<file path="config.mk">
export PLATFORM = sky130hd
export DESIGN_NAME = fifo_bridge_arb
export DESIGN_NICKNAME = d
export VERILOG_FILES = /design/src/rtl/fifo_bridge_arb.sv
export SDC_FILE = /design/constraint.sdc
export NUM_CORES = 1
export LEC_CHECK = 0
export BUFFER_PORTS_ARGS = -buffer_cell sky130_fd_sc_hd__buf_4
export CAP_MARGIN = 10
export CORE_MARGIN = 2
export CORE_UTILIZATION = 44
export DETAILED_ROUTE_END_ITERATION = 10
export HOLD_SLACK_MARGIN = 0.08
export PLACE_DENSITY = 0.78
export SYNTH_ARGS = -nofsm -noshare
export SYNTH_HDL_FRONTEND = slang
export SYNTH_SLANG_ARGS = --single-unit
export TNS_END_PERCENT = 100
</file>
<file path="constraint.sdc">
create_clock -name clk -period 2.4 [get_ports clk]
set_input_delay 0.24 -clock clk [delete_from_list [all_inputs] [get_ports clk]]
set_output_delay 0.24 -clock clk [all_outputs]
set_load 0.01 [all_outputs]
</file>
<file path="src/rtl/fifo_bridge_arb.sv">
`default_nettype none
// ============================================================================
// Module   : fifo_bridge_arb
// Brief    : FT2232H sync-FIFO bridge arbitrating host RX into FIFO A and
//            FIFO B into host TX; optional counters via FIFO_BRIDGE_STATS_EN.
// Revision : 1.0 - initial release
// ============================================================================
module fifo_bridge_arb #(
    parameter int DATA_W    = 8,
    parameter int BURST_MAX = 64
) (
    input  logic              clk,
    input  logic              rst_n,
    input  logic              ft_rxf_n,
    input  logic              ft_txe_n,
    input  logic [DATA_W-1:0] ft_din,
    output logic [DATA_W-1:0] ft_dout,
    output logic              ft_dout_en,
    output logic              ft_rd_n,
    output logic              ft_wr_n,
    output logic              ft_oe_n,
    input  logic              fa_full,
    output logic              fa_wr,
    output logic [DATA_W-1:0] fa_data,
    input  logic              fb_empty,
    input  logic [DATA_W-1:0] fb_data,
    output logic              fb_rd
`ifdef FIFO_BRIDGE_STATS_EN
    ,
    output logic [31:0]       rx_count,
    output logic [31:0]       tx_count
`endif
);

    localparam int c_cnt_w = $clog2(BURST_MAX + 1);
    localparam logic [c_cnt_w-1:0] c_last = c_cnt_w'(BURST_MAX - 1);

    typedef enum logic [2:0] {
        S_IDLE     = 3'd0,
        S_RX_OE    = 3'd1,
        S_RX_BURST = 3'd2,
        S_TX_BURST = 3'd3,
        S_TURN     = 3'd4
    } state_t;

    state_t               r_state, w_state_nxt;
    logic                 r_rd_n, w_rd_n_nxt;
    logic                 r_oe_n, w_oe_n_nxt;
    logic [c_cnt_w-1:0]   r_cnt, w_cnt_nxt;
    logic                 r_last_tx, w_last_tx_nxt;

    logic w_rx_rdy, w_tx_rdy, w_rx_xfer, w_tx_xfer, w_cnt_last;

    assign w_rx_rdy   = !ft_rxf_n && !fa_full;
    assign w_tx_rdy   = !ft_txe_n && !fb_empty;
    // fa_full is deliberately not in the RX transfer term: the word already
    // on the bus when almost-full rises lands in the reserved entry.
    assign w_rx_xfer  = (r_state == S_RX_BURST) && !r_rd_n && !ft_rxf_n;
    assign w_tx_xfer  = (r_state == S_TX_BURST) && !fb_empty && !ft_txe_n;
    assign w_cnt_last = (r_cnt == c_last);

    always_ff @(posedge clk or negedge rst_n) begin
        if (!rst_n) begin
            r_state   <= S_IDLE;
            r_rd_n    <= 1'b1;
            r_oe_n    <= 1'b1;
            r_cnt     <= '0;
            r_last_tx <= 1'b1;
        end else begin
            r_state   <= w_state_nxt;
            r_rd_n    <= w_rd_n_nxt;
            r_oe_n    <= w_oe_n_nxt;
            r_cnt     <= w_cnt_nxt;
            r_last_tx <= w_last_tx_nxt;
        end
    end

    always_comb begin
        w_state_nxt   = r_state;
        w_rd_n_nxt    = r_rd_n;
        w_oe_n_nxt    = r_oe_n;
        w_cnt_nxt     = r_cnt;
        w_last_tx_nxt = r_last_tx;
        case (r_state)
            S_IDLE: begin
                if (w_rx_rdy && (!w_tx_rdy || r_last_tx)) begin
                    w_state_nxt = S_RX_OE;
                    w_oe_n_nxt  = 1'b0;
                    w_cnt_nxt   = '0;
                end else if (w_tx_rdy) begin
                    w_state_nxt = S_TX_BURST;
                    w_cnt_nxt   = '0;
                end
            end
            S_RX_OE: begin
                w_state_nxt = S_RX_BURST;
                w_rd_n_nxt  = 1'b0;
            end
            S_RX_BURST: begin
                if (w_rx_xfer)
                    w_cnt_nxt = r_cnt + 1'b1;
                if (ft_rxf_n || fa_full || (w_rx_xfer && w_cnt_last)) begin
                    w_state_nxt   = S_TURN;
                    w_rd_n_nxt    = 1'b1;
                    w_oe_n_nxt    = 1'b1;
                    w_last_tx_nxt = 1'b0;
                end
            end
            S_TX_BURST: begin
                if (w_tx_xfer)
                    w_cnt_nxt = r_cnt + 1'b1;
                if (fb_empty || ft_txe_n || (w_tx_xfer && w_cnt_last)) begin
                    w_state_nxt   = S_TURN;
                    w_last_tx_nxt = 1'b1;
                end
            end
            S_TURN: begin
                w_state_nxt = S_IDLE;
            end
            default: begin
                w_state_nxt = S_IDLE;
                w_rd_n_nxt  = 1'b1;
                w_oe_n_nxt  = 1'b1;
            end
        endcase
    end

    assign ft_rd_n    = r_rd_n;
    assign ft_oe_n    = r_oe_n;
    assign ft_wr_n    = !((r_state == S_TX_BURST) && !fb_empty);
    assign ft_dout    = fb_data;
    assign ft_dout_en = (r_state == S_TX_BURST);
    assign fa_wr      = w_rx_xfer;
    assign fa_data    = ft_din;
    assign fb_rd      = w_tx_xfer;

`ifdef FIFO_BRIDGE_STATS_EN
    always_ff @(posedge clk or negedge rst_n) begin
        if (!rst_n) begin
            rx_count <= '0;
            tx_count <= '0;
        end else begin
            if (w_rx_xfer)
                rx_count <= rx_count + 32'd1;
            if (w_tx_xfer)
                tx_count <= tx_count + 32'd1;
        end
    end
`else
    // Statistics counters are not built in this configuration.
`endif

endmodule
`default_nettype wire

</file>
==> impl_results.md, run 1 <==
* Status: finished, final reports clean
* GPL Wtd Cong at about 0.84
* Hold Vio Cnt, Final at 0
* Worst slew pin tran at 414 ps
* Cell taking the most area after synthesis: dfrtp_1
* Commonest cells after routing, fill and taps aside: 11 x buf_4, 10 x dfrtp_1, 6 x nand2_1, 4 x and2_1, 4 x a21oi_1
* PwrDens at 938 nW/um2
* Simple-gate portion of the synthesized area at about a fifth
* Nets at 111
* Yosys reg bits at 13
* Largest family of logic cells by synthesized area: compound AO/OA/AOI/OAI gates
* CP startpoint kind: flop
* Most common cell after layout, fill and taps aside: buf_4
* Power consumption at between 0.0008 and 0.0009 W
* Largest net degree at the start of global routing at 14
* Routed WL at 1570 um
* Die X-Extent at 48.2 um
* Post-Syn Nets at ~110
* Clock skew at 11.0 ps
* Core Footprint at 1780 um2
* Worst VDD drop at approximately 0.0005 V
* Port bufs at 11
* Drt drc at 0
* CTS H-tree depth at 1
* Post-route setup TNS at 0 ps
* Clk buf depth at 2
* Worst hold path type: primary input to asynchronous set/reset pin
* Crit path max fanout at 10
* CP peak stage delay at around 520 ps
* RSZ-0062 raised after global routing: false
* Slowest-stage cell, CP: dfrtp_1
* Mux share of post-synthesis cell area at approximately 2.6%
* DR vias/cell at 5.57
* HPWL Detailed at 1200 um
* # setup viols final at 0
* Area Growth Syn to Fin at 2.33%
* Min Hold Slack at 332 ps
* Max-slew headroom at the worst pin at 72.0%
* Antenna cell count at 0
* Detailed Routing Iterations Pass 1 at 4
* Avg Cell Area, Syn at ~9.6 um2
* Number of global-route vias before repair at roughly 570
* Critical Path Source: r_state[1]$_DFFE_PN0P_
* CTS Buf Count at 3
* Overall Global Routing Usage at 16.3%
* Leak Pwr at around 0.38 nW
* Max cap viols at 0
* Post-synth top flop: dfrtp_1
* Fin crit share at between 70% and 80%
* Worst-path cell chain: and2b_1, nand2_1, or2_1, buf_4
* RR Startpoint: r_cnt[0]$_DFFE_PN0P_
* Initial Util at a little under 50%
* Gr ovfl total at 0
* Cts repair resizes at 0
* Reg2Reg Setup Slack at approximately 840 ps
* Layout cell share with drive strength beyond 1 at between 20% and 30%
* Clock sinks at 13
* Final WS setup at between 500 and 600 ps
* Adder-cell area share of the yosys netlist at under 10%
* Routed len/inst at 14.0 um
* Synth top area share at 29.2%
* Post-synthesis cell type count at 39
* Vias at 624
* Kind of critical path: flop to primary output
* Final min period at ~1900 ps
* Max Slew Vio Count at 0
* Clk_lat worst skew at about 280 ps
* Synth Area in XOR/XNOR at roughly 1.0%
* EDFF count, synth at 0
* Compound-Gate Fraction of Synth Area at 21.6%
* Cell count after synthesis at 89
* Number of synthesis warnings at 0
* Post-Syn Area at ~860 um2
* TritonCTS clock tree: yes
* DIE AREA at around 2300 um2
* Post-synth ARST share at 100%
* Fmax at roughly 530 MHz
* Clk slew on worst S/H paths at 80 ps
* Placement Setup Slack at between 800 and 900 ps
* Site row count at 15
* Initial DRC Count at 17
* First-pass GRT wire length at approximately 2500 um
* Top Ports at 44
* Critical Path AT at roughly 1700 ps
* Synth top area cells: dfrtp_1 29%, buf_4 14%, dfstp_2 9.2%
* Antenna viol nets, final at 0
* CP Data Required Time at roughly 2200 ps
* Critical Path Sink Type: primary output
* CTS root buf: clkbuf_4
* Sequential area share after synthesis at between 30% and 40%
* Antenna violations before repair at 0
* Die extent in y at 48.2 um
==> sequential cells by signal, summed over array words and instances, names as in the netlist <==
| signal | flops |
|---|---|
| ft_oe_n | 1 |
| ft_rd_n | 1 |
| r_cnt | 7 |
| r_last_tx | 1 |
| r_state | 3 |
==> critical path, delay by kind of cell (launching register included) <==
family / cells / cell delay [ps]
simple gates: 3 / 700
flops: 1 / 520
buf+inv: 1 / 140
==> what timing repair did <==
item,4_1_cts,5_1_grt
buffers inserted,0,0
endpoints found under the hold margin,13,0
hold buffers,1,0
==> report_power, final <==
part / switching (W) / leakage (nW) / total [W] / internal (W)
clock: 0.0000710 / 0.0150 / 0.000136 / 0.0000645
sequential: 0.0000904 / 0.167 / 0.000387 / 0.000297
combinational: 0.000153 / 0.199 / 0.000301 / 0.000148
==> layer usage <==
layer | vias to the layer above | global-route usage [%] | wire, um
met5 | - | 0 | 0
met4 | 0 | 2.70 | 0
met3 | 0 | 6.67 | 82
met2 | 21 | 28.4 | 785
met1 | 304 | 19.1 | 699
li1 | 299 | - | -
==> worst paths after layout <==
| check | to | depth (start not counted) |
|---|---|---|
| min in group clk | r_state[0]$_DFFE_PN0P_ | 4 |
| worst max register to register | r_state[1]$_DFFE_PN0P_ | 5 |
| worst max-delay path | ft_wr_n | 4 |
| max in group asynchronous | ft_rd_n$_DFFE_PN1P_ | 2 |
| worst min register to register | r_cnt[0]$_DFFE_PN0P_ | 1 |
| worst min-delay path | r_state[0]$_DFFE_PN0P_ | 2 |
==> stage by stage <==
stage | util (%) | area, um2 | std cells
floorplan | - | 858 | 89
finish | 49.3 | 878 | 112
CTS | 49.3 | 878 | 112
global placement | 47.2 | 842 | 107
detailed placement | 47.2 | 842 | 107
global route | 49.3 | 878 | 112
==> cells by family after synthesis <==
kind of cell | count (synthesis)
multiplexers | 2
XOR/XNOR | 1
flip-flops | 13
buffers and inverters | 19
adder cells (fa/ha/maj) | 1
AO/OA/AOI/OAI | 25
AND/OR/NAND/NOR | 28
==> cell usage after synthesis, types with 2 or more instances <==
| cell | number |
|---|---|
| buf_2 | 2 |
| nand2_1 | 6 |
| a31oi_1 | 3 |
| a21boi_0 | 2 |
| buf_4 | 16 |
| dfrtp_1 | 10 |
| a21oi_1 | 4 |
| nand2b_1 | 2 |
| nor3_1 | 2 |
| and2_1 | 4 |
| dfstp_2 | 3 |
| and2b_1 | 2 |
| a211oi_1 | 2 |
| nand3_1 | 2 |
| nor2_2 | 2 |
| nor2_1 | 2 |
| o21ai_0 | 2 |
| o21ai_1 | 2 |
==> cell type report <==
type,instances,area (um2)
Clock buffer,4,26.3
Fill cell,175,905
Inverter,1,3.75
Multi-Input combinational cell,57,395
Sequential cell,13,329
Tap cell,25,31.3
Timing Repair Buffer,12,92.6
(Power assumes the default switching activity.)
==> run 2, diff against run 1 <==
==> constraint.sdc (replaced) <==
create_clock -name clk -period 1.8 [get_ports clk]
set_input_delay 0.18 -clock clk [delete_from_list [all_inputs] [get_ports clk]]
set_output_delay 0.18 -clock clk [all_outputs]
set_load 0.01 [all_outputs]
==> run 2 against run 1 <==
Clock power increased by 37%; worst hold slack got worse by 66 ps; die area unchanged; clock-buffer cell count stayed put; combinational power grew 55%; sequential share of layout area is 0.86 points lower; register-to-register slack lost 610 ps; setup slack got worse by 410 ps; sequential power rose by 36%; utilization up 1.5 points; critical path type unchanged; largest power group unchanged.
==> impl_results.md, run 2 (synthesis results as in run 1) <==
* Kind of critical path: flop to primary output
* CP Data Required Time at 1620 ps (-540 ps)
* Gr ovfl total at 0 (unchanged)
* Number of global-route vias before repair at 637 (+12%)
* Max-slew headroom at the worst pin at 69.9% (-2.1 points)
* DIE AREA at 2320 um2 (unchanged)
* Leak Pwr at 0.393 nW (+3.2%)
* GPL Wtd Cong at 0.916 (+9.5%)
* DR vias/cell at 5.90 (+5.8%)
* First-pass GRT wire length at 2750 um (+8.2%)
* Antenna violations before repair at 0 (unchanged)
* CTS root buf: clkbuf_4
* Fin crit share at between 90% and 100%
* Clk buf depth at 2 (unchanged)
* Site row count at 15 (unchanged)
* Placement Setup Slack at 247 ps (-577 ps)
* Hold Vio Cnt, Final at 0 (unchanged)
* Port bufs at 11 (unchanged)
* Die extent in y at 48.2 um (unchanged)
* Most common cell after layout, fill and taps aside: buf_4
* Core Footprint at 1780 um2 (unchanged)
* Post-route setup TNS at 0 ps (unchanged)
* Crit path max fanout at 6 (-4)
* CTS Buf Count at 3 (unchanged)
* Fmax at slightly below 600 MHz
* Largest net degree at the start of global routing at 14 (unchanged)
* Vias at 678 (+8.7%)
* Reg2Reg Depth at 5 (unchanged)
* CP startpoint kind: flop
* Final min period at between 1500 and 2000 ps
* Area Growth Syn to Fin at 5.54%
* Critical Path Sink Type: primary output
* Initial DRC Count at 12 (-5)
* Clk_lat worst skew at 290 ps (about the same)
* Initial Util at 48.1% (unchanged)
* Reg2Reg Setup Slack at 230 ps (-610 ps)
* Largest regs: r_cnt x7, r_state x3
* Register area at 332 um2 (+0.76%)
* Area of the multi-input gates at 398 um2 (+0.63%)
* Max Slew Vio Count at 0 (unchanged)
* Status: finished, final reports clean
* Nets at 114 (+2.7%)
* # setup viols final at 0 (unchanged)
* Worst hold path type: primary input to asynchronous set/reset pin
* Power consumption at 0.00118 W (+44%)
* TritonCTS clock tree: yes
* R2R Path End: r_state[1]$_DFFE_PN0P_
* HPWL Detailed at 1240 um (+3.3%)
* Worst VDD drop at 0.000669 V (+31%)
* Clock sinks at 13 (unchanged)
* Routed WL at 1810 um (+15%)
* Routed len/inst at 15.7 um (+12%)
* PwrDens at 1310 nW/um2 (+39%)
* Antenna cell count at 0 (unchanged)
* Die X-Extent at 48.2 um (unchanged)
* Top Ports at 44 (unchanged)
* Commonest cells after routing, fill and taps aside: 14 x buf_4, 8 x dfrtp_1, 6 x nand2_1, 4 x and2_1, 4 x a21oi_1
* CTS H-tree depth at 1 (unchanged)
* Critical Path AT at 1510 ps (-140 ps)
* Clk slew on worst S/H paths at 80 ps (about the same)
* Detailed Routing Iterations Pass 1 at 4 (unchanged)
* Antenna viol nets, final at 0 (unchanged)
* Layout cell share with drive strength beyond 1 at 34.4% (+5.7 points)
* Max FFs per register at 7 (unchanged)
* Max cap viols at 0 (unchanged)
* Largest register by flop count: r_cnt
* RSZ-0062 raised after global routing: false
* Drt drc at 0 (unchanged)
* RR Startpoint: r_cnt[0]$_DFFE_PN0P_
* Clock skew at 3.17 ps (-7.81 ps)
* Final WS setup at 106 ps (-405 ps)
* Filler cells at 171 (-2.3%)
* Worst slew pin tran at 446 ps (+31.8 ps)
* Overall Global Routing Usage at 18.2% (+1.9 points)
[run 2: through the flow]
| step | instance area (um2) | hold slack, ps | instances | utilization [%] |
|---|---|---|---|---|
| global route | 906 | 288 | 115 | 50.8 |
| floorplan | 858 | -116 | 89 | - |
| global placement | 842 | 30.9 | 107 | 47.2 |
| finish | 906 | 267 | 115 | 50.8 |
| detailed placement | 842 | 32.7 | 107 | 47.2 |
| CTS | 881 | 269 | 112 | 49.4 |
[run 2: power breakdown]
part           total (W)  internal, W  switching (W)
registers       0.000528     0.000400       0.000128
clock network   0.000186    0.0000863      0.0000999
logic           0.000468     0.000249       0.000219
total            0.00118     0.000736       0.000447
[run 2: worst max path at each step]
stage,to,start,depth (start not counted),slack [ps]
floorplan,r_state[1]$_DFFE_PN0P_,r_cnt[0]$_DFFE_PN0P_,5,410
global placement,r_state[1]$_DFFE_PN0P_,r_cnt[0]$_DFFE_PN0P_,5,290
detailed placement,ft_wr_n,r_state[1]$_DFFE_PN0P_,4,250
CTS,ft_wr_n,r_state[2]$_DFFE_PN0P_,4,40
global route,ft_wr_n,r_state[2]$_DFFE_PN0P_,4,30
finish,ft_wr_n,r_state[2]$_DFFE_PN0P_,4,110
[run 2: cell type report]
cell class	count	area share, %
multi-input cells	57	43.9
flip-flops and latches	13	36.6
repair buffers	15	12.7
well taps	25	3.45
clock buffers	4	2.90
inverters	1	0.414
[run 2: timing repair]
item	in CTS	in global routing
buffers inserted	0	3
resized for setup	2	2
endpoints found under the hold margin	13	0
hold buffers	1	0
setup endpoints to repair	1	1
[run 2: metal layers]
metal,global-route usage (%),wire length [um],vias to the layer above
met3,6.67,117,6
met5,0,0,-
met1,19.8,758,336
met4,11.9,38,0
li1,-,-,307
met2,29.7,891,29
[run 2: critical path, cell delays in order, from the launching register on]
cell     delay, ps
dfrtp_2        440
and2b_4        290
nand2_1        100
or2_1          250
buf_4          140
